$ cat src/rtl/uart_pkg.sv
// Shared UART definitions: receiver state encoding and the default frame
// geometry used by the receiver, transmitter and baud generator.
package uart_pkg;

  typedef enum logic [1:0] {
    IDLE  = 2'd0,
    START = 2'd1,
    DATA  = 2'd2,
    STOP  = 2'd3
  } uart_state_e;

  localparam int DEF_DBITS      = 8;
  localparam int DEF_OVERSAMPLE = 16;
  localparam int DEF_SB_TICK    = 16;

  function automatic int max_int(input int a, input int b);
    return (a > b) ? a : b;
  endfunction

  // Counter width helper that never collapses to zero bits.
  function automatic int cnt_width(input int count);
    return max_int(1, $clog2(count));
  endfunction

endpackage

$ cat src/rtl/sync_2ff.sv
// Two-flop synchroniser for a single asynchronous bit; RESET_VAL sets the
// value both flops take while reset is asserted.
module sync_2ff #(
  parameter logic RESET_VAL = 1'b1
) (
  input  logic clk,
  input  logic reset,
  input  logic d,
  output logic q
);

  logic meta;

  always_ff @(posedge clk or posedge reset) begin
    if (reset) begin
      meta <= RESET_VAL;
      q    <= RESET_VAL;
    end else begin
      meta <= d;
      q    <= meta;
    end
  end

endmodule

$ cat src/rtl/uart_receiver.sv
// 8N1-style UART receiver driven by an external oversample tick. Recovers one
// frame LSB first, samples mid-bit and reports framing errors with the byte.
module uart_receiver
  import uart_pkg::*;
#(
  parameter int DBITS      = DEF_DBITS,
  parameter int OVERSAMPLE = DEF_OVERSAMPLE,
  parameter int SB_TICK    = DEF_SB_TICK
) (
  input  logic             clk,
  input  logic             reset,
  input  logic             sample_tick,
  input  logic             rx,
  output logic [DBITS-1:0] data_out,
  output logic             rx_done_tick,
  output logic             frame_error,
  output uart_state_e      state_dbg
);

  localparam int SW = cnt_width(max_int(OVERSAMPLE, SB_TICK));
  localparam int NW = cnt_width(DBITS);

  localparam logic [SW-1:0] S_HALF = SW'(OVERSAMPLE / 2 - 1);
  localparam logic [SW-1:0] S_BIT  = SW'(OVERSAMPLE - 1);
  localparam logic [SW-1:0] S_STOP = SW'(SB_TICK - 1);
  localparam logic [NW-1:0] N_LAST = NW'(DBITS - 1);

  if (OVERSAMPLE < 4 || (OVERSAMPLE % 2) != 0) begin : g_bad_oversample
    $error("uart_receiver: OVERSAMPLE must be even and >= 4");
  end
  if (SB_TICK < 1 || DBITS < 1) begin : g_bad_geometry
    $error("uart_receiver: SB_TICK and DBITS must be positive");
  end

  logic rx_s;

  sync_2ff #(
    .RESET_VAL(1'b1)
  ) u_rx_sync (
    .clk  (clk),
    .reset(reset),
    .d    (rx),
    .q    (rx_s)
  );

  uart_state_e      state_q, state_d;
  logic [SW-1:0]    s_q, s_d;
  logic [NW-1:0]    n_q, n_d;
  logic [DBITS-1:0] shreg_q, shreg_d;
  logic [DBITS-1:0] data_q, data_d;
  logic             ferr_q, ferr_d;
  logic             done_q, done_d;

  always_ff @(posedge clk or posedge reset) begin
    if (reset) begin
      state_q <= IDLE;
      s_q     <= '0;
      n_q     <= '0;
      shreg_q <= '0;
      data_q  <= '0;
      ferr_q  <= 1'b0;
      done_q  <= 1'b0;
    end else begin
      state_q <= state_d;
      s_q     <= s_d;
      n_q     <= n_d;
      shreg_q <= shreg_d;
      data_q  <= data_d;
      ferr_q  <= ferr_d;
      done_q  <= done_d;
    end
  end

  // Only the IDLE start-edge detect acts without a tick; every other move
  // waits for sample_tick so the counters stay in bit-period units.
  always_comb begin
    state_d = state_q;
    s_d     = s_q;
    n_d     = n_q;
    shreg_d = shreg_q;
    data_d  = data_q;
    ferr_d  = ferr_q;
    done_d  = 1'b0;

    unique case (state_q)
      IDLE: begin
        if (!rx_s) begin
          state_d = START;
          s_d     = '0;
        end
      end

      START: begin
        if (sample_tick) begin
          if (s_q == S_HALF) begin
            if (!rx_s) begin
              state_d = DATA;
              s_d     = '0;
              n_d     = '0;
            end else begin
              state_d = IDLE;
            end
          end else begin
            s_d = s_q + SW'(1);
          end
        end
      end

      DATA: begin
        if (sample_tick) begin
          if (s_q == S_BIT) begin
            shreg_d = {rx_s, shreg_q[DBITS-1:1]};
            s_d     = '0;
            if (n_q == N_LAST) begin
              state_d = STOP;
            end else begin
              n_d = n_q + NW'(1);
            end
          end else begin
            s_d = s_q + SW'(1);
          end
        end
      end

      STOP: begin
        if (sample_tick) begin
          if (s_q == S_STOP) begin
            data_d  = shreg_q;
            ferr_d  = ~rx_s;
            done_d  = 1'b1;
            state_d = IDLE;
          end else begin
            s_d = s_q + SW'(1);
          end
        end
      end

      default: state_d = IDLE;
    endcase
  end

  assign data_out     = data_q;
  assign frame_error  = ferr_q;
  assign rx_done_tick = done_q;
  assign state_dbg    = state_q;

endmodule

$ cat config.mk
export PLATFORM = sky130hd
export DESIGN_NAME = uart_receiver
export DESIGN_NICKNAME = d
export VERILOG_FILES = /design/src/rtl/uart_pkg.sv /design/src/rtl/sync_2ff.sv /design/src/rtl/uart_receiver.sv
export SDC_FILE = /design/constraint.sdc
export NUM_CORES = 1
export LEC_CHECK = 0
export BUFFER_PORTS_ARGS = -buffer_cell sky130_fd_sc_hd__buf_4
export CAP_MARGIN = 20
export CORE_AREA = 4 4 58 55
export CTS_BUF_LIST = sky130_fd_sc_hd__clkbuf_2 sky130_fd_sc_hd__clkbuf_4 sky130_fd_sc_hd__clkbuf_8
export DETAILED_ROUTE_END_ITERATION = 10
export DIE_AREA = 0 0 62 59
export GPL_TIMING_DRIVEN = 0
export PLACE_DENSITY = 0.81
export REMOVE_ABC_BUFFERS = 1
export SYNTH_ARGS = -nofsm -noshare
export SYNTH_HDL_FRONTEND = slang
export SYNTH_SLANG_ARGS = --single-unit
$ cat constraint.sdc
create_clock -name clk -period 2 [get_ports clk]
set_input_delay 0.4 -clock clk [delete_from_list [all_inputs] [get_ports clk]]
set_output_delay 0.4 -clock clk [all_outputs]
set_load 0.1 [all_outputs]
Yosys cells after proc, flatten, opt, wreduce, memory -nomap -nowiden
Cells that the tools add are included.
{"block": "classes", "n_mux": 28, "n_reduce_logical": 7, "n_addsub": 2, "n_eq_ne": 17, "bitwise": 1}
{"operator": "$mux 4", "n": 7}
{"operator": "$ne 2x2->1 const B", "n": 11}
{"operator": "$mux 2", "n": 9}
{"operator": "$mux 3", "n": 6}
{"operator": "$pmux 4 s4", "n": 1}
{"operator": "$pmux 2 s4", "n": 1}
{"operator": "$reduce_and 8->1", "n": 1}
{"operator": "$reduce_and 7->1", "n": 1}
{"operator": "$pmux 3 s2", "n": 1}
{"operator": "$reduce_and 3->1", "n": 2}
{"operator": "$add 4x1->4 const B", "n": 1}
{"operator": "$eq 2x2->1 const B", "n": 2}
{"operator": "$eq 4x3->1 const B", "n": 1}
{"operator": "$eq 4x4->1 const B", "n": 1}
{"operator": "$reduce_and 4->1", "n": 1}
{"operator": "$add 3x1->3 const B", "n": 1}
{"operator": "$eq 3x3->1 const B", "n": 1}
{"operator": "$mux 1", "n": 3}
{"operator": "$eq 2x1->1 const B", "n": 1}
{"operator": "$logic_not 2->1", "n": 1}
{"operator": "$reduce_bool 2->1", "n": 1}
{"operator": "$not 1->1", "n": 1}
{"block": "totals", "word_cells": 64, "output_inout_bits": 12, "reg_bits": 29}

Depth between registers and ports, before layout
{"block": "depth", "ltp_word": 5, "mapped_depth": 6, "ltp_nobuf": 5}

Hierarchy
A second synthesis with hierarchy kept.
{"block": "hier_totals", "cells_unflattened": 116, "hier_area_um2": 1417.6}
{"mod": "uart_receiver", "area_per_inst_um2": 1361.3, "cells_each": 113, "seq_area_each_um2": 675.6, "instances": 1}
{"mod": "sync_2ff", "area_per_inst_um2": 56.3, "cells_each": 3, "seq_area_each_um2": 52.6, "instances": 1}

Worst setup path after synthesis
OpenSTA, ideal clock, no wires.
{"block": "synth_path", "path_kind": "flip-flop to flip-flop", "startpoint": "register (tool-made name)", "endpoint": "register data_q[0] (netlist: data_out[0])", "setup_slack_ns": -0.099, "path_buffers": 1, "required_ns": 1.874, "synth_period_minus_slack_ns": 2.099, "setup_time_ns": 0.126, "arrival_ns": 1.972, "stages_incl_launch_ff": 5, "cell_sequence": "dfrtp_1 -> and4_4 -> and3_4 -> buf_12 -> mux2_4"}
{"element": "end signal: assignment", "line": "uart_receiver.sv:68", "text": "data_q <= data_d;"}
{"element": "end: declaration", "line": "uart_receiver.sv:50", "text": "logic [DBITS-1:0] data_q, data_d;"}

Worst setup path in the final report
{"block": "layout_path", "startpoint": "register s_q[0]", "endpoint": "register n_q[0]"}
{"block": "layout_between", "elab_chain_len": 3, "elab_cells_between_ends": 5, "cone_classes": "eq/ne (4); reduce/logical (1)"}
{"element": "start: declaration", "line": "uart_receiver.sv:47", "text": "logic [SW-1:0] s_q, s_d;"}
{"element": "start signal: assignment", "line": "uart_receiver.sv:57", "text": "s_q <= '0;"}
{"element": "start signal: assignment", "line": "uart_receiver.sv:65", "text": "s_q <= s_d;"}
{"element": "$eq 4x4->1 / $eq 4x3->1 (equally long branches)", "line": "uart_receiver.sv:111, uart_receiver.sv:95"}
{"element": "$ne 2x2->1 (no line)"}
{"element": "$reduce_and 7->1 (no line) (*)"}
{"element": "end signal: assignment", "line": "uart_receiver.sv:66", "text": "n_q <= n_d;"}
{"element": "end: declaration", "line": "uart_receiver.sv:48", "text": "logic [NW-1:0] n_q, n_d;"}
Every way passes the cells marked *; elsewhere a longest branch is shown, timed or not.
A chain may end at the register's enable or synchronous reset.

==> results.sh <==
export IMPL_die_h_microns=59
export IMPL_path_buf_inv=0
export IMPL_synth_commonest_cells="27 x dfrtp_1, 11 x mux2_2, 6 x mux2_4, 6 x nand2_1, 5 x a21oi_1"
export IMPL_cp_top_family="simple AND/OR/NAND/NOR gates"
export IMPL_via_count=854
export IMPL_yosysTopAreaCell="dfrtp_1"
export IMPL_hold_viol=0
export IMPL_ctsHoldBuffers=0
export IMPL_status="completed"
export IMPL_layout_cells_non_filler=153
export IMPL_hold_start="rx"
export IMPL_worstMarginPinSlew_ps=427
export IMPL_drive_above_1_share_pct=40.7
export IMPL_synth_most_common_cell="dfrtp_1"
export IMPL_slowest_stage="ha_1"
export IMPL_arrival_ps=1990
export IMPL_grt_max_degree=30
export IMPL_wl_microns=2250
export IMPL_powerDensity_nw_per_um2=1100
export IMPL_worstHoldPathType="input pin to flop"
export IMPL_finalSetupViolCount=0
export IMPL_wl_met3_microns=75
export IMPL_die_area_sq_um=3660
export IMPL_p_seq_share_pct=46.9
export IMPL_avgSynthCellArea_sq_um=13.2
export IMPL_grt_total_usage_pct=14.5
export IMPL_cp_startpoint="s_q[0]$_DFFE_PP0P_"
export IMPL_initial_core_util_pct=52.6
export IMPL_max_slew_margin_rel_pct=71.5
export IMPL_final_max_slew_viol_count=0
export IMPL_syn_cell_area_sq_um=1390
export IMPL_worstSetupStartpointType="flop"
export IMPL_nFillCells=197
export IMPL_cts_sinks=29
export IMPL_grt_pass1_wl_microns=3790
export IMPL_ctsResizeCount=0
export IMPL_grt_setup_unrepaired="no"
export IMPL_cp_max_fo=10
export IMPL_wl_met1_microns=971
export IMPL_post_cts_buffers=0
export IMPL_switchingPower_mw=0.705
export IMPL_placed_cells=143
export IMPL_grt_pass1_vias=841
export IMPL_antenna_found_initial=0
export IMPL_vdd_ir_drop_worst_mv=0.681
export IMPL_cts_root_buf="clkbuf_4"
export IMPL_path_class="flop to flop"
export IMPL_drc=0
export IMPL_cts_tree="built"
export IMPL_total_power_mw=1.72
export IMPL_diodes=0
export IMPL_drv_cap=0
export IMPL_synth_top_area_share_pct=48.8
export IMPL_period_minus_slack_ps=1780
export IMPL_rows=18
export IMPL_timing_rr_start="s_q[0]$_DFFE_PP0P_"
export IMPL_drt_pass1_iter_count=2
export IMPL_clk_latency_ps=330
export IMPL_detail_route_antenna_nets=0
export IMPL_finalCritPeriodShare_pct=89.2
export IMPL_power_leakage_nw=0.749
export IMPL_place_congestion=0.768
export IMPL_yosysSeqAreaShare_pct=52.6
export IMPL_combPwrFrac_pct=31.6
export IMPL_viasPerCell=5.58
export IMPL_io_pins=16
export IMPL_core_sq_um=2640
export IMPL_synth_cell_types=39
export IMPL_htreeDepth=2
export IMPL_ys_seq_elements=29
export IMPL_wl_met2_microns=1190
export IMPL_pwr_share_clk_pct=21.5
export IMPL_syn_inst=105
export IMPL_crit_chain="ha_1, nand2_2, nor4_2, a21oi_1, mux2_2"
export IMPL_switching_share_pct=40.9
export IMPL_ctsLongestPathBuffers=2
export IMPL_max_stage_delay_ps=410
export IMPL_area_growth_pct=12.8
export IMPL_clk_pin_slew_ps=80
export IMPL_async_flop_share_pct=100
export IMPL_die_w_microns=62
export IMPL_hpwl_microns=1590
export IMPL_synth_edff_count=0
export IMPL_portBuffers=15
export IMPL_numCtsBuffers=5
export IMPL_drtIter0Drc=17
export IMPL_synth_area_top_cells="dfrtp_1 49%, mux2_2 8.9%, mux2_4 6.5%, dfstp_2 3.8%, ha_1 2.7%"
export IMPL_ys_flop_type="dfrtp_1"
export IMPL_required_ps=2210
export IMPL_wl_per_cell_microns=14.7
export IMPL_grt_overflow_total=0
export IMPL_top_layer_used="met4"
export IMPL_p_int_mw=1.02
export IMPL_multi_input_area_sq_um=572
export IMPL_whs_ps=181
export IMPL_regArea_sq_um=728
export IMPL_end_kind="flop"
export IMPL_fmax_ghz=0.561
export IMPL_skew_ps=7.24
export IMPL_yosys_warnings=0
export IMPL_nets=129
layer usage:
| metal | up-vias | GRT usage [%] |
|---|---|---|
| met5 | - | 0 |
| met4 | 0 | 6.36 |
| met3 | 2 | 6.54 |
| met2 | 11 | 23.5 |
| met1 | 426 | 16.2 |
| li1 | 415 | - |
placed cells by master (no fill, tap or decap), types with 2 or more instances in the layout:
master    netlist  final
mux2_4          6      6
dfrtp_1        27     27
o21ai_0         2      2
nor3_1          2      2
a22o_1          2      2
ha_1            3      3
nand3_1         2      2
clkbuf_4        0      8
buf_4           3     15
nor2_1          3      3
mux2_2         11     11
inv_1           4      4
dfstp_2         2      2
nand3b_1        2      2
nand2_1         6      6
a21oi_1         5      5
flip-flops by register name, indices dropped and copies added (netlist names), named ones only:
name	flops
n_q	3
s_q	4
data_out	8
u_rx_sync.meta	1
frame_error	1
rx_done_tick	1
shreg_q	8
state_dbg	1
u_rx_sync.q	1
final cells by class:
| type | instances | area share [%] |
|---|---|---|
| multi-input cells | 65 | 36.6 |
| flip-flops and latches | 29 | 46.6 |
| inverters | 4 | 0.961 |
| repair buffers | 17 | 9.61 |
| well taps | 30 | 2.40 |
| clock buffers | 8 | 3.84 |
worst reg2reg max path, stage by stage (launching register included):
cell	delay [ps]
dfrtp_1	400
ha_1	410
nand2_2	150
nor4_2	280
a21oi_1	150
mux2_2	280
cell families (layout without fill, tap and decap cells):
group / count (synthesis) / count (layout) / synth area share, %
AO/OA/AOI/OAI: 17 / 17 / 8.22
adder cells (fa/ha/maj): 3 / 3 / 2.71
multiplexers: 18 / 18 / 16.2
buffers and inverters: 11 / 29 / 6.14
XOR/XNOR: 1 / 1 / 0.632
flip-flops: 29 / 29 / 52.6
AND/OR/NAND/NOR: 26 / 26 / 13.6
path summary, 6_finish.rpt:
check,endpoint,slack [ps],depth (start not counted)
worst max-delay path,n_q[0]$_DFFE_PP0P_,220,5
worst min-delay path,u_rx_sync.meta$_DFF_PP1_,180,1
worst max register to register,n_q[0]$_DFFE_PP0P_,220,5
worst min register to register,u_rx_sync.q$_DFF_PP1_,360,0
max in group asynchronous,u_rx_sync.meta$_DFF_PP1_,960,4
min in group asynchronous,shreg_q[2]$_DFFE_PP0P_,560,3
through the flow:
step	cell area [sq um]	setup TNS, ps	setup slack [ps]	utilization [%]
global route	1560	0	34.7	59.3
floorplan	1320	-2500	-245	-
global placement	1470	0	249	55.6
detailed placement	1470	0	241	55.6
CTS	1530	0	210	57.9
finish	1560	0	217	59.3
power groups by stage:
| stage | Sequential [mW] | Combinational (mW) | Clock, mW |
|---|---|---|---|
| 2_1_floorplan | 0.968 | 0.262 | 0 |
| 3_3_place_gp | 0.809 | 0.526 | 0 |
| 3_5_place_dp | 0.816 | 0.543 | 0 |
| 4_1_cts | 0.807 | 0.541 | 0.379 |
| 5_1_grt | 0.823 | 0.598 | 0.411 |
| 6_report | 0.808 | 0.544 | 0.371 |
Power figures use the tool's default switching activity.
